===== src/rtl/phase_sequencer.sv =====
// Instruction-cycle phase/step sequencer driving the ISR decoder.
// Walks IF/FF/TF/EX/IT with configurable step counts, ACK waits, operand skipping and retirement count.
module phase_sequencer #(
  parameter int unsigned IF_N     = 2,
  parameter int unsigned FF_N     = 3,
  parameter int unsigned TF_N     = 2,
  parameter int unsigned EX_N     = 2,
  parameter int unsigned IT_N     = 3,
  parameter bit          ACK_WAIT = 1'b1,
  parameter int unsigned CNT_W    = 16,
  parameter int unsigned TOTAL    = IF_N + FF_N + TF_N + EX_N + IT_N
) (
  input  logic             clk,
  input  logic             reset_n,
  input  logic             run,
  input  logic             ITA,
  input  logic             ACK,
  input  logic             FROM_D,
  input  logic             TO_D,
  output logic [TOTAL-1:0] state_oh,
  output logic [2:0]       phase,
  output logic [2:0]       step,
  output logic             stall,
  output logic             instr_done,
  output logic [CNT_W-1:0] inst_count
);

  if (IF_N < 1 || IF_N > 8 || FF_N < 1 || FF_N > 8 || TF_N < 1 || TF_N > 8 ||
      EX_N < 1 || EX_N > 8 || IT_N < 1 || IT_N > 8) begin : g_bad_steps
    $error("phase_sequencer: every step count must be in 1..8");
  end
  if (TOTAL != IF_N + FF_N + TF_N + EX_N + IT_N) begin : g_bad_total
    $error("phase_sequencer: TOTAL must equal the sum of the step counts");
  end
  if (CNT_W < 1) begin : g_bad_cnt
    $error("phase_sequencer: CNT_W must be at least 1");
  end

  typedef enum logic [2:0] {
    PH_IF = 3'd0,
    PH_FF = 3'd1,
    PH_TF = 3'd2,
    PH_EX = 3'd3,
    PH_IT = 3'd4
  } phase_t;

  phase_t     phase_q, phase_d;
  logic [2:0] step_q, step_d;
  logic [2:0] last_idx;
  logic       last_step;
  logic       ack_step;
  logic       retire_d;

  // Bit position of (phase, step) inside the LSB-first packed one-hot vector.
  function automatic logic [TOTAL-1:0] onehot(phase_t p, logic [2:0] s);
    int unsigned base;
    case (p)
      PH_FF:   base = IF_N;
      PH_TF:   base = IF_N + FF_N;
      PH_EX:   base = IF_N + FF_N + TF_N;
      PH_IT:   base = IF_N + FF_N + TF_N + EX_N;
      default: base = 0;
    endcase
    return TOTAL'(1) << (base + 32'(s));
  endfunction

  always_comb begin
    case (phase_q)
      PH_IF:   last_idx = 3'(IF_N - 1);
      PH_FF:   last_idx = 3'(FF_N - 1);
      PH_TF:   last_idx = 3'(TF_N - 1);
      PH_EX:   last_idx = 3'(EX_N - 1);
      PH_IT:   last_idx = 3'(IT_N - 1);
      default: last_idx = '0;
    endcase
  end

  assign last_step = (step_q == last_idx);
  assign ack_step  = ACK_WAIT && last_step && (phase_q != PH_EX);
  assign stall     = run && ack_step && !ACK;

  always_comb begin
    phase_d  = phase_q;
    step_d   = step_q;
    retire_d = 1'b0;
    if (run) begin
      if (!last_step) begin
        step_d = step_q + 3'd1;
      end else if (!(ack_step && !ACK)) begin
        step_d = '0;
        case (phase_q)
          PH_IF:   phase_d = !FROM_D ? PH_FF : (!TO_D ? PH_TF : PH_EX);
          PH_FF:   phase_d = !TO_D ? PH_TF : PH_EX;
          PH_TF:   phase_d = PH_EX;
          PH_EX: begin
            if (ITA) begin
              phase_d = PH_IT;
            end else begin
              phase_d  = PH_IF;
              retire_d = 1'b1;
            end
          end
          default: begin
            phase_d  = PH_IF;
            retire_d = 1'b1;
          end
        endcase
      end
    end
  end

  always_ff @(posedge clk or negedge reset_n) begin
    if (!reset_n) begin
      phase_q    <= PH_IF;
      step_q     <= '0;
      state_oh   <= TOTAL'(1);
      instr_done <= 1'b0;
      inst_count <= '0;
    end else begin
      phase_q    <= phase_d;
      step_q     <= step_d;
      state_oh   <= onehot(phase_d, step_d);
      instr_done <= retire_d;
      if (retire_d) begin
        inst_count <= inst_count + CNT_W'(1);
      end
    end
  end

  assign phase = phase_q;
  assign step  = step_q;

endmodule


===== config.mk =====
export PLATFORM = sky130hd
export DESIGN_NAME = phase_sequencer
export DESIGN_NICKNAME = d
export VERILOG_FILES = /design/src/rtl/phase_sequencer.sv
export SDC_FILE = /design/constraint.sdc
export NUM_CORES = 1
export LEC_CHECK = 0
export CORE_ASPECT_RATIO = 1.75
export CORE_UTILIZATION = 49
export DETAILED_ROUTE_END_ITERATION = 8
export MAX_ROUTING_LAYER = met4
export PLACE_DENSITY = 0.81
export SLEW_MARGIN = 15
export SYNTH_ARGS = -nofsm -noshare
export SYNTH_HDL_FRONTEND = slang
export SYNTH_SLANG_ARGS = --single-unit

===== constraint.sdc =====
create_clock -name clk -period 4.5 [get_ports clk]
set_clock_uncertainty 0.05 [all_clocks]
set_input_delay 0.9 -clock clk [delete_from_list [all_inputs] [get_ports clk]]
set_output_delay 0.9 -clock clk [all_outputs]
set_load 0.01 [all_outputs]

# Word level (Yosys, flattened, before mapping)
# Index checks and enable logic that the tools add are counted.
# Widths: inputs -> output; s select.
[classes] n_addsub=3 multipliers=0 div=0 n_lt_le_gt_ge=0 n_eq_ne=10 n_shift=1 muxes=17 bitwise_logic=0 reduce_logical=9
[op_table] op="$add 32x3->32" count=1
[op_table] op="$shl 1x32->12 const A" count=1
[op_table] op="$mux 3" count=8
[op_table] op="$add 16x1->16 const B" count=1
[op_table] op="$pmux 4 s4" count=1
[op_table] op="$eq 3x2->1 const B" count=4
[op_table] op="$pmux 3 s4" count=1
[op_table] op="$eq 3x1->1 const B" count=2
[op_table] op="$eq 3x3->1 const B" count=2
[op_table] op="$reduce_or 3->1" count=2
[op_table] op="$mux 1" count=5
[op_table] op="$logic_and 1x1->1" count=4
[op_table] op="$pmux 2 s2" count=1
[op_table] op="$add 3x1->3 const B" count=1
[op_table] op="$eq 3x3->1" count=1
[op_table] op="$logic_not 3->1" count=1
[op_table] op="$ne 3x2->1 const B" count=1
[op_table] op="$pmux 1 s2" count=1
[op_table] op="$reduce_or 2->1" count=1
[op_table] op="$logic_not 1->1" count=1
[word_totals] ff_bits=35 latchBits=0 mem_bits_rw=0 rom_bits=0 inputBits=7 output_inout_bits=36 word_cells=45 n_memories=0

# Depth between registers and ports, before layout
[logic_depth] word_depth=13 mapped_depth=14 mapped_depth_nobuf=13

# Least setup slack after synthesis
# OpenSTA, ideal clock, no wires.
[synth_path] kind="input to register" start="input run" end="register state_oh[0]" setup_time_ps=82 arrival_time_ps=3138 required_time_ps=4368 setup_slack_ps=1230 cell_stages=12 n_path_buf=0 path_cell_list="nor2b_1 > and2_1 > a31o_1 > nand2_1 > o22a_1 > o221ai_1 > ha_1 > fa_1 > nor2_1 > nor2_1 > or3_1 > nor3_1"
[synth_via] elab_chain_cells=5 word_cells_on_any_way=9 cone_classes="1 x add/sub; 4 x eq/ne; 1 x shift; 3 x mux"
[synth_rtl] item="start, declared" line_no="15" source="input logic run,"
[synth_rtl] item="$mux 3 (*)" line_no="86" source="if (run) begin"
[synth_rtl] item="net phase_d[2]" line_no="47" source="phase_t phase_q, phase_d;"
[synth_rtl] item="$eq 3x3->1 (tied with other cells)" line_no="57" source="case (p)"
[synth_rtl] item="$pmux 4 s4 (*)" line_no="57"
[synth_rtl] item="$add 32x3->32 (*)" line_no="64" source="return TOTAL'(1) << (base + 32'(s));"
[synth_rtl] item="$shl 1x32->12 (*)" line_no="64"
[synth_rtl] item="end signal, assigned" line_no="122" source="state_oh <= onehot(phase_d, step_d);"
[synth_rtl] item="end, declared" line_no="20" source="output logic [TOTAL-1:0] state_oh,"
# Mark *: on every way through the listed nets, which the timed path passes. The rest lies on a longest branch.
# A chain may end at the register's enable or synchronous reset.

# Worst setup path in the final report
# Ends and elaborated chain as after synthesis.

==> results.yml <==
logic_synthesis:
  synth_flop_cell: "dfrtp_1"
  yosys.area.top_type: "dfrtp_1"
  async_flop_share_pct: 100.0
  ys_types: 43
  synth_area_leaders: "dfrtp_1 47%, nor2_1 4.3%, nand2_1 3.9%"
  synth_common_cells: "34 x dfrtp_1, 21 x nor2_1, 19 x nand2_1, 9 x inv_1"
  yosys_register_bits: 35
  yosys_warnings: 0
  yosysMostFrequentCell: "dfrtp_1"
  yosysTopAreaCellShare_pct: 46.93
  yosysSeqAreaShare_pct: 48.38
  synth.avg_cell_area_um2: 10.24
  synth_edf_count: 0
  synthCells: 177
  synth_area_mm2: 0.001813
  synth_fp_nets: 190
pwr:
  p_clk_share_pct: 13.3
  ir_worst_vdd_uv: 495.3
  p_seq_share_pct: 29.9
  p_leak_uw: 0.001064
  powerDensity_mw_per_mm2: 690.4
  power.internal_uw: 909.8
  switching_share_pct: 43.95
  power.switching_uw: 713.3
  pwr-share-comb_pct: 56.8
global_routing:
  gr-usage-met1_pct: 21.68
  antenna_found_initial: 0
  grt_overflow_total: 0
  grt_max_degree: 36
  grt_pass1_wl_mm: 5.906
  grtUsageMet3_pct: 5.435
  busiest_layer: "met2"
  grt_pass1_vias: 1383
  use_met2_pct: 37.70
  grt_use_total_pct: 21.36
layout:
  seq_area_um2: 877.1
  area_delta_synth_final_pct: 29.68
  multiInputGateArea_um2: 870.8
  fin_nets: 236
  drive_above_1_share_pct: 6.250
  num-fill-cells: 261
  num_antenna_cells: 0
job:
  drv_cap: 0
place:
  io_buffers: 42
  gp_congestion: 0.8206
  hpwl_mm: 2.689
worst_setup_path:
  cp-start-kind: "primary input"
  worst-path-max-fanout: 7
  criticalPathCategory: "in -> reg"
  path_common_cell: "nor2_1"
  critical_path_required_ns: 4.65
  cp_slowest_cell: "clkdlybuf4s50_1"
  crit_path_end_kind: "register"
  critPathArrivalTime_ns: 3.93
  r2r_slack_ns: 1.06
  max_stage_delay_ns: 0.51
  cp_cell_sequence: "clkdlybuf4s50_1 > nor2b_1 > and2_1 > a31o_1 > nand2_1 > a21oi_1 > o221ai_1 > ha_1 > fa_1 > nor2_1 > nor2_1 > or3_1 > nor3_1"
die:
  core_mm2: 0.003468
  chipWidth_um: 47.98
  start_util_pct: 52.27
  pin_count: 43
  num_rows: 28
  fp.dieH_um: 82.47
  die-area_mm2: 0.003957
timing:
  slew_viol_final: 0
  max_slew_margin_pct: 57.10
  fin_crit_sh_pct: 84.06
  tightestPinTransition_ns: 0.6367
  grt_setup_unrepaired: "false"
  setup_tns_ns: 0
  finalHoldViolCount: 0
  timing.fmax_mhz: 264.4
  setup_violations: 0
  period_needed_ns: 3.783
  hold_slack_ns: 0.4223
clock_network:
  numClockSinks: 35
  clock_path_buffers: 2
  clkSlewWorstSetupHoldPaths_ns: 0.07
  cts_tree: "yes"
  post-cts-setup-buffers: 0
  clk-insertion-delay-late_ns: 0.28
  hold_buffers: 0
  htreeDepth: 2
  cts_resized: 0
  cts-root-buf: "clkbuf_8"
  cts_buffers: 5
drt:
  num_vias: 1458
  routed_wl_mm: 3.546
  final_antenna_net_count: 0
  remaining_drc_errors: 0
  drt_iter0_drc: 33
  wl_per_cell_um: 13.18
  viasPerCell: 5.420
  drt_first_pass_iters: 4
outcome:
  outcome: "completed"
worst_hold_path:
  hold_class: "reg -> reg"
cell families after synthesis:
logic type / count (synthesis) / synth area share (%)
XOR/XNOR: 16 / 7.730
AO/OA/AOI/OAI: 26 / 11.46
multiplexers: 4 / 2.277
buffers and inverters: 13 / 3.588
AND/OR/NAND/NOR: 77 / 22.02
flip-flops: 35 / 48.38
adder cells (fa/ha/maj): 6 / 4.555
metrics by stage:
step | instance area, um2 | setup slack, ns | instances | utilization (%) | total power, uW
after detailed placement | 2266 | 0.4467 | 261 | 65.33 | 1407
after floorplan | 1813 | 1.230 | 177 | - | 1132
after global routing | 2351 | 0.4586 | 269 | 67.79 | 1771
after CTS | 2351 | 0.7440 | 269 | 67.79 | 1634
final | 2351 | 0.7173 | 269 | 67.79 | 1623
after global placement | 2266 | 0.5532 | 261 | 65.33 | 1395
registers in the layout, summed over array words and instances, names as in the netlist:
name	count
instr_done	1
phase	3
inst_count	16
step	3
state_oh	12
cells in the final DEF (no fill, tap or decap), drive strengths merged, types with 2 or more instances in the layout:
master         count
nand2b             4
nor2b              3
and4               3
o22a               2
nand3              2
inv                9
mux2i              3
and3               3
clkdlybuf4s50     42
nor4               3
o31ai              2
ha                 5
o21a               3
dfrtp             34
nor3               7
nand2             19
clkbuf             6
nor2              21
xor2               8
and2               2
a21oi              4
xnor2              8
o21ai              7
nand4              5
path summary, 6_finish.rpt:
kind | from | to | cells past startpoint
max | run | state_oh[0] | 13
min | inst_count[15] | inst_count[15] | 1
max reg2reg | phase[0] | state_oh[0] | 12
min reg2reg | inst_count[15] | inst_count[15] | 1
max in group asynchronous | reset_n | state_oh[0] | 2
min in group asynchronous | reset_n | inst_count[4] | 2
power groups by stage:
stage	combinational [uW]	clock, uW	sequential, uW
floorplan	647	0	485
global placement	904	0	491
detailed placement	914	0	493
CTS	922	226	486
global route	1040	237	499
finish	922	217	485
worst max-delay path: cells and delay by family:
kind | cells | cell delay (ns)
buf+inv | 1 | 0.51
simple gates | 7 | 1.30
compound gates | 3 | 0.52
fa+ha+maj | 2 | 0.72
area by class of cell:
class / count / share of cell area (%)
sequential: 35 / 37.31
multi-input combinational: 129 / 37.04
timing repair buffer: 43 / 18.20
clock buffer: 6 / 3.087
tap: 45 / 2.395
inverter: 9 / 1.437
clock inverter: 2 / 0.5322
per-layer routing:
metal,wire length [um],vias to the layer above
met4,55,0
met1,1368,708
li1,-,704
met2,1984,39
met3,138,7
met5,0,-
No activity file was read; power rests on OpenSTA's default activity.
